[config.mk]
export PLATFORM = sky130hd
export DESIGN_NAME = operand_fetch
export DESIGN_NICKNAME = d
export VERILOG_FILES = /design/src/rtl/operand_fetch.sv
export SDC_FILE = /design/constraint.sdc
export NUM_CORES = 1
export LEC_CHECK = 0
export CORE_UTILIZATION = 30
export DETAILED_ROUTE_END_ITERATION = 10
export PLACE_DENSITY = 0.67
export SYNTH_ARGS = -nofsm -noshare
export SYNTH_HDL_FRONTEND = slang
export SYNTH_SLANG_ARGS = --single-unit
[constraint.sdc]
create_clock -name clk -period 2.5 [get_ports clk]
set_clock_uncertainty 0.15 [all_clocks]
set_input_delay 0.625 -clock clk [delete_from_list [all_inputs] [get_ports clk]]
set_output_delay 0.625 -clock clk [all_outputs]
set_load 0.01 [all_outputs]
[src/rtl/operand_fetch.sv]
// operand_fetch: drives the regfile read ports, forwards writeback data and holds operands for execute.
// Latency: accept in cycle N presents operands in cycle N+1; 1 instruction/cycle while out_ready is high.
// Backpressure: in_ready = empty || out_ready; held operands stay stable. OPFETCH_PERF_EN adds perf_stall_cnt.
module operand_fetch #(
    parameter int XLEN      = 32,
    parameter int PAYLOAD_W = 32
) (
    input  logic                 clk,
    input  logic                 rst,
    input  logic                 in_valid,
    output logic                 in_ready,
    input  logic [4:0]           in_rs1,
    input  logic [4:0]           in_rs2,
    input  logic [PAYLOAD_W-1:0] in_payload,
    output logic [4:0]           rf_r1_reg_name,
    input  logic [XLEN-1:0]      rf_r1_reg_val,
    output logic [4:0]           rf_r2_reg_name,
    input  logic [XLEN-1:0]      rf_r2_reg_val,
    input  logic                 wb_enable,
    input  logic [4:0]           wb_reg_name,
    input  logic [XLEN-1:0]      wb_reg_val,
    output logic                 rf_w_enable,
    output logic [4:0]           rf_w_reg_name,
    output logic [XLEN-1:0]      rf_w_reg_val,
    output logic                 out_valid,
    input  logic                 out_ready,
    output logic [XLEN-1:0]      out_rs1_val,
    output logic [XLEN-1:0]      out_rs2_val,
    output logic [PAYLOAD_W-1:0] out_payload
`ifdef OPFETCH_PERF_EN
    ,
    output logic [31:0]          perf_stall_cnt
`endif
);

    typedef enum logic [1:0] {
        S_EMPTY = 2'd0,
        S_RF    = 2'd1,
        S_HOLD  = 2'd2
    } state_t;

    typedef struct packed {
        logic [4:0]           rs1;
        logic [4:0]           rs2;
        logic [PAYLOAD_W-1:0] payload;
    } inst_t;

    state_t          r_state;
    inst_t           r_inst;
    logic            r_byp_hit1;
    logic            r_byp_hit2;
    logic [XLEN-1:0] r_byp_val1;
    logic [XLEN-1:0] r_byp_val2;
    logic [XLEN-1:0] r_hold_val1;
    logic [XLEN-1:0] r_hold_val2;

    logic            w_accept;
    logic            w_issue_hit1;
    logic            w_issue_hit2;
    logic            w_stall;
    logic [XLEN-1:0] w_res1;
    logic [XLEN-1:0] w_res2;

    // Priority: x0, live writeback, then the source selected by the current state.
    function automatic logic [XLEN-1:0] resolve(
        input logic [4:0]      rs,
        input state_t          st,
        input logic            byp_hit,
        input logic [XLEN-1:0] byp_val,
        input logic [XLEN-1:0] rf_val,
        input logic [XLEN-1:0] hold_val,
        input logic            wb_en,
        input logic [4:0]      wb_name,
        input logic [XLEN-1:0] wb_val
    );
        logic [XLEN-1:0] v;
        v = '0;
        if (rs == 5'd0) begin
            v = '0;
        end else if (wb_en && (wb_name == rs)) begin
            v = wb_val;
        end else if (st == S_RF) begin
            v = byp_hit ? byp_val : rf_val;
        end else if (st == S_HOLD) begin
            v = hold_val;
        end
        return v;
    endfunction

    assign out_valid = (r_state != S_EMPTY);
    assign in_ready  = (r_state == S_EMPTY) || out_ready;
    assign w_accept  = in_valid && in_ready && !rst;
    assign w_stall   = out_valid && !out_ready;

    assign rf_r1_reg_name = w_accept ? in_rs1 : r_inst.rs1;
    assign rf_r2_reg_name = w_accept ? in_rs2 : r_inst.rs2;

    // The regfile read issued on the accept edge sees the pre-write value, so catch that write here.
    assign w_issue_hit1 = wb_enable && (wb_reg_name == in_rs1) && (in_rs1 != 5'd0);
    assign w_issue_hit2 = wb_enable && (wb_reg_name == in_rs2) && (in_rs2 != 5'd0);

    assign w_res1 = resolve(r_inst.rs1, r_state, r_byp_hit1, r_byp_val1, rf_r1_reg_val,
                            r_hold_val1, wb_enable, wb_reg_name, wb_reg_val);
    assign w_res2 = resolve(r_inst.rs2, r_state, r_byp_hit2, r_byp_val2, rf_r2_reg_val,
                            r_hold_val2, wb_enable, wb_reg_name, wb_reg_val);

    assign out_rs1_val = w_res1;
    assign out_rs2_val = w_res2;
    assign out_payload = r_inst.payload;

    assign rf_w_enable   = wb_enable;
    assign rf_w_reg_name = wb_reg_name;
    assign rf_w_reg_val  = wb_reg_val;

    always_ff @(posedge clk) begin
        if (rst) begin
            r_state     <= S_EMPTY;
            r_inst      <= '0;
            r_byp_hit1  <= 1'b0;
            r_byp_hit2  <= 1'b0;
            r_byp_val1  <= '0;
            r_byp_val2  <= '0;
            r_hold_val1 <= '0;
            r_hold_val2 <= '0;
        end else begin
            case (r_state)
                S_EMPTY: begin
                    if (w_accept) begin
                        r_state <= S_RF;
                    end
                end
                default: begin
                    if (!out_ready) begin
                        r_state <= S_HOLD;
                    end else if (w_accept) begin
                        r_state <= S_RF;
                    end else begin
                        r_state <= S_EMPTY;
                    end
                end
            endcase

            if (w_accept) begin
                r_inst.rs1     <= in_rs1;
                r_inst.rs2     <= in_rs2;
                r_inst.payload <= in_payload;
                r_byp_hit1     <= w_issue_hit1;
                r_byp_hit2     <= w_issue_hit2;
                if (w_issue_hit1) begin
                    r_byp_val1 <= wb_reg_val;
                end
                if (w_issue_hit2) begin
                    r_byp_val2 <= wb_reg_val;
                end
            end

            // Covers both the RF->HOLD capture and live writeback updates while held.
            if (w_stall) begin
                r_hold_val1 <= w_res1;
                r_hold_val2 <= w_res2;
            end
        end
    end

`ifdef OPFETCH_PERF_EN
    logic [31:0] r_perf_stall_cnt;

    always_ff @(posedge clk) begin
        if (rst) begin
            r_perf_stall_cnt <= '0;
        end else if (w_stall) begin
            r_perf_stall_cnt <= r_perf_stall_cnt + 32'd1;
        end
    end

    assign perf_stall_cnt = r_perf_stall_cnt;
`endif

endmodule

## Word level (Yosys, flattened, before mapping)

Index checks and enable logic that the tools add are counted.

- Register bits after elaboration: 174
- Input bits: 148
- Output and inout port bits: 146

- Equality and inequality tests: 7
- Multiplexer cells: 16
- Reductions and logical operators: 20

Operator list:

| kind | number |
|---|---|
| 2-to-1 mux 32 bit | 10 |
| == test 5 bit | 4 |
| logical NOT 5 bit | 2 |
| 2-to-1 mux 5 bit | 2 |
| nonzero test 5 bit | 2 |
| logical AND 1 bit | 9 |
| 2-to-1 mux 2 bit | 3 |
| AND reduction 2 bit | 2 |
| == test 2 x 1 -> 1 bit (second input constant) | 1 |
| == test 2 bit (second input constant) | 1 |
| logical NOT 1 bit | 2 |
| logical NOT 2 bit | 1 |
| inequality test 2 bit (second input constant) | 1 |
| nonzero test 2 bit | 1 |
| logical OR 1 bit | 1 |
| 2-to-1 mux 1 bit | 1 |

## Depth between registers and ports, before layout

Gate-level depths: netlist (run 1).

- Depth after elaboration: 7
- Mapped depth: 6
- Mapped depth without buffers: 4

## Worst setup path before layout (run 1)

No wires, ideal clock.

- Path type: in2out
- Start point: input port out_ready
- End point: output port rf_r1_reg_name[0]
- Data arrival time: 1.670 ns
- Required time: 1.725 ns
- Slack: 0.055 ns
- Stages: 5
- Cell sequence: o21bai_4 nand2_1 nor2_1 buf_2 mux2_2

- Word-level cells in the longest chain between the ends: 4

Ends and longest elaborated chain:

| item | line | source |
|---|---|---|
| start: declaration | 26 | `input logic out_ready,` |
| logical OR 1 bit | 91 | `assign in_ready = (r_state == S_EMPTY) \|\| out_ready;` |
| logical AND 1 bit (2 in series) | 92 | `assign w_accept = in_valid && in_ready && !rst;` |
| 2-to-1 mux 5 bit | 95 | `assign rf_r1_reg_name = w_accept ? in_rs1 : r_inst.rs1;` |
| end: declaration | 15 | `output logic [4:0] rf_r1_reg_name,` |

No other way between the ends.

## Worst setup path after layout (run 1)

- Start point: register r_inst[33] in the netlist's numbering
- End point: output port out_rs2_val[9]

- Word-level cells in the longest chain between the ends: 4
- Elaborated cells on any way between the ends: 5

Ends and longest elaborated chain:

| item | line | source |
|---|---|---|
| start: declaration | 49 | `inst_t r_inst;` |
| == test 5 bit | 80 | `end else if (wb_en && (wb_name == rs)) begin` |
| logical AND 1 bit | 80 |  |
| 2-to-1 mux 32 bit | 80 |  |
| 2-to-1 mux 32 bit * | 78 | `if (rs == 5'd0) begin` |
| end: declaration | 28 | `output logic [XLEN-1:0] out_rs2_val,` |

Every way passes the cells marked *; elsewhere a longest branch is shown, timed or not.

==> impl_metrics.ini, run 1 <==
[outcome]
run_status = complete, but fails checks
violations = setup timing

[sta]
slew_headroom_pct = 34.3
period_share_pct = 118
worstMarginPinSlew_ns = 0.985
timing.fmax_mhz = 339
rsz0062_at_grt = yes
finalHoldViolCount = 0
slew_violations = 0
postLayoutSetupSlackWorst_ns = -0.452
fin_crit_ns = 2.95
finalSetupViolCount = 74
setup_total_negative_slack_ns = -24.74

[global_route]
grt_busiest_layer = met2
grt_pass1_vias = 10700
antenna_found_initial = 1
grtUsageMet1_pct = 31.0
use_met3_pct = 4.35
use_met2_pct = 40.2
grt_pass1_wl_mm = 61.7
gr-total-overflow = 0
grt_max_degree = 110
track_usage_pct = 24.0

[job]
maxCapViolCount = 0

[finish]
utilization_pct = 52.9
nNetsFinal = 1693
final_cell_mix = 176 x clkdlybuf4s50_1, 161 x dfxtp_1, 153 x buf_4, 150 x nand2_1, 128 x mux2i_1
mostFrequentLayoutCell = clkdlybuf4s50_1
area_growth_pct = 72.1
drive_gt1_share_pct = 37.3

[placement]
buffer_ports.inserted = 293
dp_hpwl_mm = 25.3
place_congestion = 0.827

[clock_tree]
path_clk_slew_ns = 0.09
clk_latency_ns = 0.44
root_buffer = clkbuf_16
clockBufferDepth = 2
clock-sinks = 174
h-tree-depth = 4
cts_tree = yes
cts_hold_buf = 0
cts_buffers = 17

[logic_synthesis]
syn_avg_cell_area_um2 = 8.52
netlist_top_cells_area = dfxtp_1 36%, mux2i_1 13%, nor3_1 6.6%, nand2b_1 6.2%, nand2_1 5.9%
yosysSeqAreaShare_pct = 35.7
synth-edff-count = 0
async_flop_share_pct = 0
synth_top_cell_area_share_pct = 35.7
yosys_warnings = 0
mappedNetlistArea_um2 = 9770
synth_flop_cell = dfxtp_1
yosys.area.top_type = dfxtp_1
netlist_instances = 1147
syn-num-nets = 1295
synth_cell_type_count = 37
synth-seq-cells = 174

[worst_setup_path]
setup.worst_path.class = register to output port
cp_max_fo = 17
cp.required_ns = 1.73
worstSetupEndpointType = output port
arrival_ns = 2.18
start_kind = register

[drt]
firstDrtPassIters = 7
drc = 0
wire_per_inst_um = 20.7
vias = 10500
routed_wl_mm = 41.3
antenna_left = 0
drt-initial-drc-count = 820
viasPerCell = 5.26

[power_and_ir_drop]
p_leak_uw = 0.00655
power_density_nw_per_um2 = 471
ir_drop_mv = 0.447

[floorplan]
die_area_um2 = 33300
die_w_um = 182
start_util_pct = 30.7
num_rows = 65
die_y_um = 182
ios = 294
core_area_um2 = 31800

[worst_hold_path]
hold_class = register to register
[metal layers]
| metal | vias to the layer above | share of wire, % |
|---|---|---|
| li1 | 4807 | - |
| met1 | 5093 | 43 |
| met2 | 504 | 48 |
| met3 | 76 | 6.8 |
| met4 | 0 | 2.5 |
| met5 | - | 0 |
[critical path: stages (launching register included)]
cell	delay, ns
dfxtp_2	0.33
buf_4	0.14
xnor2_2	0.19
nand4_1	0.17
buf_4	0.18
buf_12	0.16
nor3_2	0.30
nor3_4	0.09
buf_2	0.15
[cells by family after synthesis]
family	share of synthesized area, %
and+or+nand+nor	20.5
xor gates and xnor gates	1.61
muxes	14.3
AOI/OAI and AO/OA	16.9
buffers and inverters	11.0
DFF	35.7
[state kept, by name, summed over array words and instances (netlist names)]
name         cells
r_byp_hit2       1
r_hold_val2     32
r_byp_val1      32
r_byp_val2      32
out_payload     32
r_hold_val1     32
r_state          2
r_inst          10
r_byp_hit1       1
[through the flow]
stage / power [µW] / std cells / setup slack (ns) / hold slack (ns) / area, µm²
CTS: 7810 / 1979 / -0.470 / 0.306 / 16100
global placement: 4580 / 1875 / -1.20 / 0.283 / 14000
global route: 8200 / 1994 / -0.537 / 0.325 / 16800
detailed placement: 4590 / 1875 / -1.23 / 0.290 / 14000
finish: 7910 / 1994 / -0.452 / 0.305 / 16800
floorplan: 3610 / 1147 / 0.0548 / 0.276 / 9770
[cell usage after synthesis (2+ instances only)]
cell type and count:
a21oi_1 107, and2_1 3, and4_1 2, buf_1 4
buf_12 3, buf_2 54, buf_4 76, buf_6 4
clkbuf_1 30, dfxtp_1 174, mux2_2 10, mux2i_1 128
nand2_1 153, nand2b_1 97, nand4_1 2, nor2_1 4
nor2b_1 2, nor3_1 129, nor4_1 2, o21ai_2 2
o2bb2ai_1 64, o31ai_1 64, or2_2 2, or4_1 2
xnor2_1 10, xor2_1 8
[cell type report]
type | count | area, µm²
fill | 2750 | 15000
multi-input combinational | 801 | 6670
timing repair buffer | 551 | 5520
sequential | 174 | 3500
tap | 435 | 544
clock buffer | 17 | 425
clock inverter | 15 | 140
antenna | 1 | 2.50
[repair_timing]
action / in CTS / in global routing
hold endpoints to repair: 0 / 0
setup endpoints to repair: 114 / 76
cloned: 8 / 4
resized for setup: 618 / 125
pin swaps: 38 / 52
setup buffers: 69 / 19
[worst paths after layout]
path	start	to	slack [ns]	depth (start not counted)
setup / recovery	r_inst[33]$_SDFFE_PP0N_	out_rs2_val[9]	-0.45	8
hold / removal	out_payload[20]$_SDFFE_PP0N_	out_payload[20]$_SDFFE_PP0N_	0.31	2
setup reg to reg	r_inst[38]$_SDFFE_PP0N_	r_hold_val1[11]$_SDFFE_PP0P_	0.41	7
hold reg to reg	out_payload[20]$_SDFFE_PP0N_	out_payload[20]$_SDFFE_PP0N_	0.31	2
[power breakdown]
part | internal, µW | switching [µW] | total [µW]
sequential | 2830 | 33.7 | 2860
clock | 1330 | 1380 | 2710
combinational | 1200 | 1140 | 2340
No activity file was read; power rests on OpenSTA's default activity.
==> run 2: changes to the inputs <==
Settings changed: CORE_MARGIN set to 2.
==> run 2 against run 1 <==
Compared with the run above:
- clock power increased by 7.7%
- critical path depth is the same
- the run still ends with setup timing left
- combinational power shrank 8%
- worst hold slack worse by 0.0016 ns
==> impl_metrics.ini, run 2 (synthesis gave the netlist of run 1 again) <==
[finish]
mostFrequentLayoutCell = clkdlybuf4s50_1
nNetsFinal = 1677
drive_gt1_share_pct = 35.5
nFillCells = 2876
utilization_pct = 50.9
final_cell_mix = 176 x clkdlybuf4s50_1, 161 x dfxtp_1, 153 x buf_4, 150 x nand2_1, 128 x mux2i_1
insertedDiodeCount = 0
fin_cells = 1984
area_growth_pct = 68.4

[drt]
antenna_left = 0
wire_per_inst_um = 20.5
firstDrtPassIters = 5
routed_wl_mm = 40.6
drt-initial-drc-count = 784
drc = 0
vias = 10300
viasPerCell = 5.19

[outcome]
run_status = complete, but fails checks
violations = setup timing

[sta]
rsz0062_at_grt = yes
fin_crit_ns = 2.93
timing.fmax_mhz = 342
worstMarginPinSlew_ns = 1.14
slew_violations = 0
finalHoldViolCount = 0
fin_hold_ws_ns = 0.304
postLayoutSetupSlackWorst_ns = -0.428
period_share_pct = 117
slew_headroom_pct = 23.8
finalSetupViolCount = 74

[worst_hold_path]
hold_class = register to register

[power_and_ir_drop]
power_density_nw_per_um2 = 483
totalPowerFinal_uw = 7940
ir_drop_mv = 0.434
p_int_uw = 5560
seqPwrFrac_pct = 36.0
swShare_pct = 30.0
p_switching_uw = 2380
clock_power_share_pct = 36.7
p_leak_uw = 0.00633
comb_power_share_pct = 27.3

[placement]
buffer_ports.inserted = 293
dpl_worst_slack_ns = -1.15
place_congestion = 0.830
place_inst = 1894
dp_hpwl_mm = 25.3

[clock_tree]
h-tree-depth = 4
clk_latency_ns = 0.45
cts_tree = yes
clock-sinks = 174
cts_buffers = 17
clockBufferDepth = 2
cts_hold_buf = 0
root_buffer = clkbuf_16
path_clk_slew_ns = 0.08

[floorplan]
die_w_um = 184
core_area_um2 = 32300
die_area_um2 = 34000
start_util_pct = 30.2
die_y_um = 184
num_rows = 66
ios = 294

[worst_setup_path]
cp_max_fo = 4
path_cells = or4_4 -> nor2_4 -> buf_6 -> buf_12 -> buf_12 -> buf_8 -> nor3_4 -> buf_2
cp.required_ns = 1.73
cpPeakStageDelay_ns = 0.58
start_kind = register
worstSetupEndpointType = output port
critPathSlowestCell = or4_4
crit_path_frequent_cell = buf_12
cp_num_buf_inv = 5
setup.worst_path.class = register to output port
arrival_ns = 2.15
cp_top_family = simple AND/OR/NAND/NOR gates

[global_route]
antenna_found_initial = 2
grt_pass1_wl_mm = 58.6
gr-total-overflow = 0
track_usage_pct = 22.6
grt_max_degree = 80
grt_pass1_vias = 10200

[job]
maxCapViolCount = 0
==> run 2: worst register-to-register path: stages (launching register included) <==
cell	delay [ns]
dfxtp_2	0.35
or4_4	0.58
buf_4	0.17
o21ai_4	0.83
o31ai_1	0.19
==> run 2: final timing paths <==
kind / start / to / slack, ns / cells past startpoint
worst min-delay path: out_payload[8]$_SDFFE_PP0N_ / out_payload[8]$_SDFFE_PP0N_ / 0.30 / 2
worst min register to register: out_payload[8]$_SDFFE_PP0N_ / out_payload[8]$_SDFFE_PP0N_ / 0.30 / 2
worst max-delay path: r_inst[40]$_SDFFE_PP0N_ / out_rs1_val[14] / -0.43 / 8
worst max register to register: r_inst[40]$_SDFFE_PP0N_ / r_hold_val1[9]$_SDFFE_PP0P_ / 0.08 / 4
==> run 2: power by group through the flow <==
stage	logic [µW]	clock network, µW	registers (µW)
after floorplan	690	0	2920
after global placement	1660	0	2920
after detailed placement	1670	0	2920
after global routing	2280	3090	2870
final	2160	2920	2860
after CTS	1940	2970	2860
==> run 2: repair_timing <==
action                                  in CTS  in global routing
gates cloned                                 6                  5
endpoints found under the setup margin     110                 78
resized for setup                          548                151
pin swaps                                   41                 44
setup buffers                               29                 30
==> run 2: cell type report <==
cell class | instances | area (µm²) | share of cell area (%)
clock buffers | 19 | 443 | 2.69
repair buffers | 535 | 5330 | 32.4
clock inverters | 13 | 181 | 1.10
multi-input cells | 801 | 6430 | 39.1
flip-flops and latches | 174 | 3510 | 21.4
well taps | 442 | 553 | 3.36
==> run 2: routing by layer <==
metal / GRT usage, % / routed length [µm]
met5: 0 / 27
met4: 7.33 / 1080
met3: 4.23 / 2730
met2: 37.8 / 19400
met1: 29.2 / 17400
==> run 2: stage by stage <==
| step | setup TNS [ns] | instance area, µm² |
|---|---|---|
| finish | -24.42 | 16400 |
| global route | -29.14 | 16400 |
| CTS | -25.71 | 15600 |
| detailed placement | -99.59 | 14100 |
| global placement | -91.81 | 14100 |
| floorplan | 0 | 9770 |
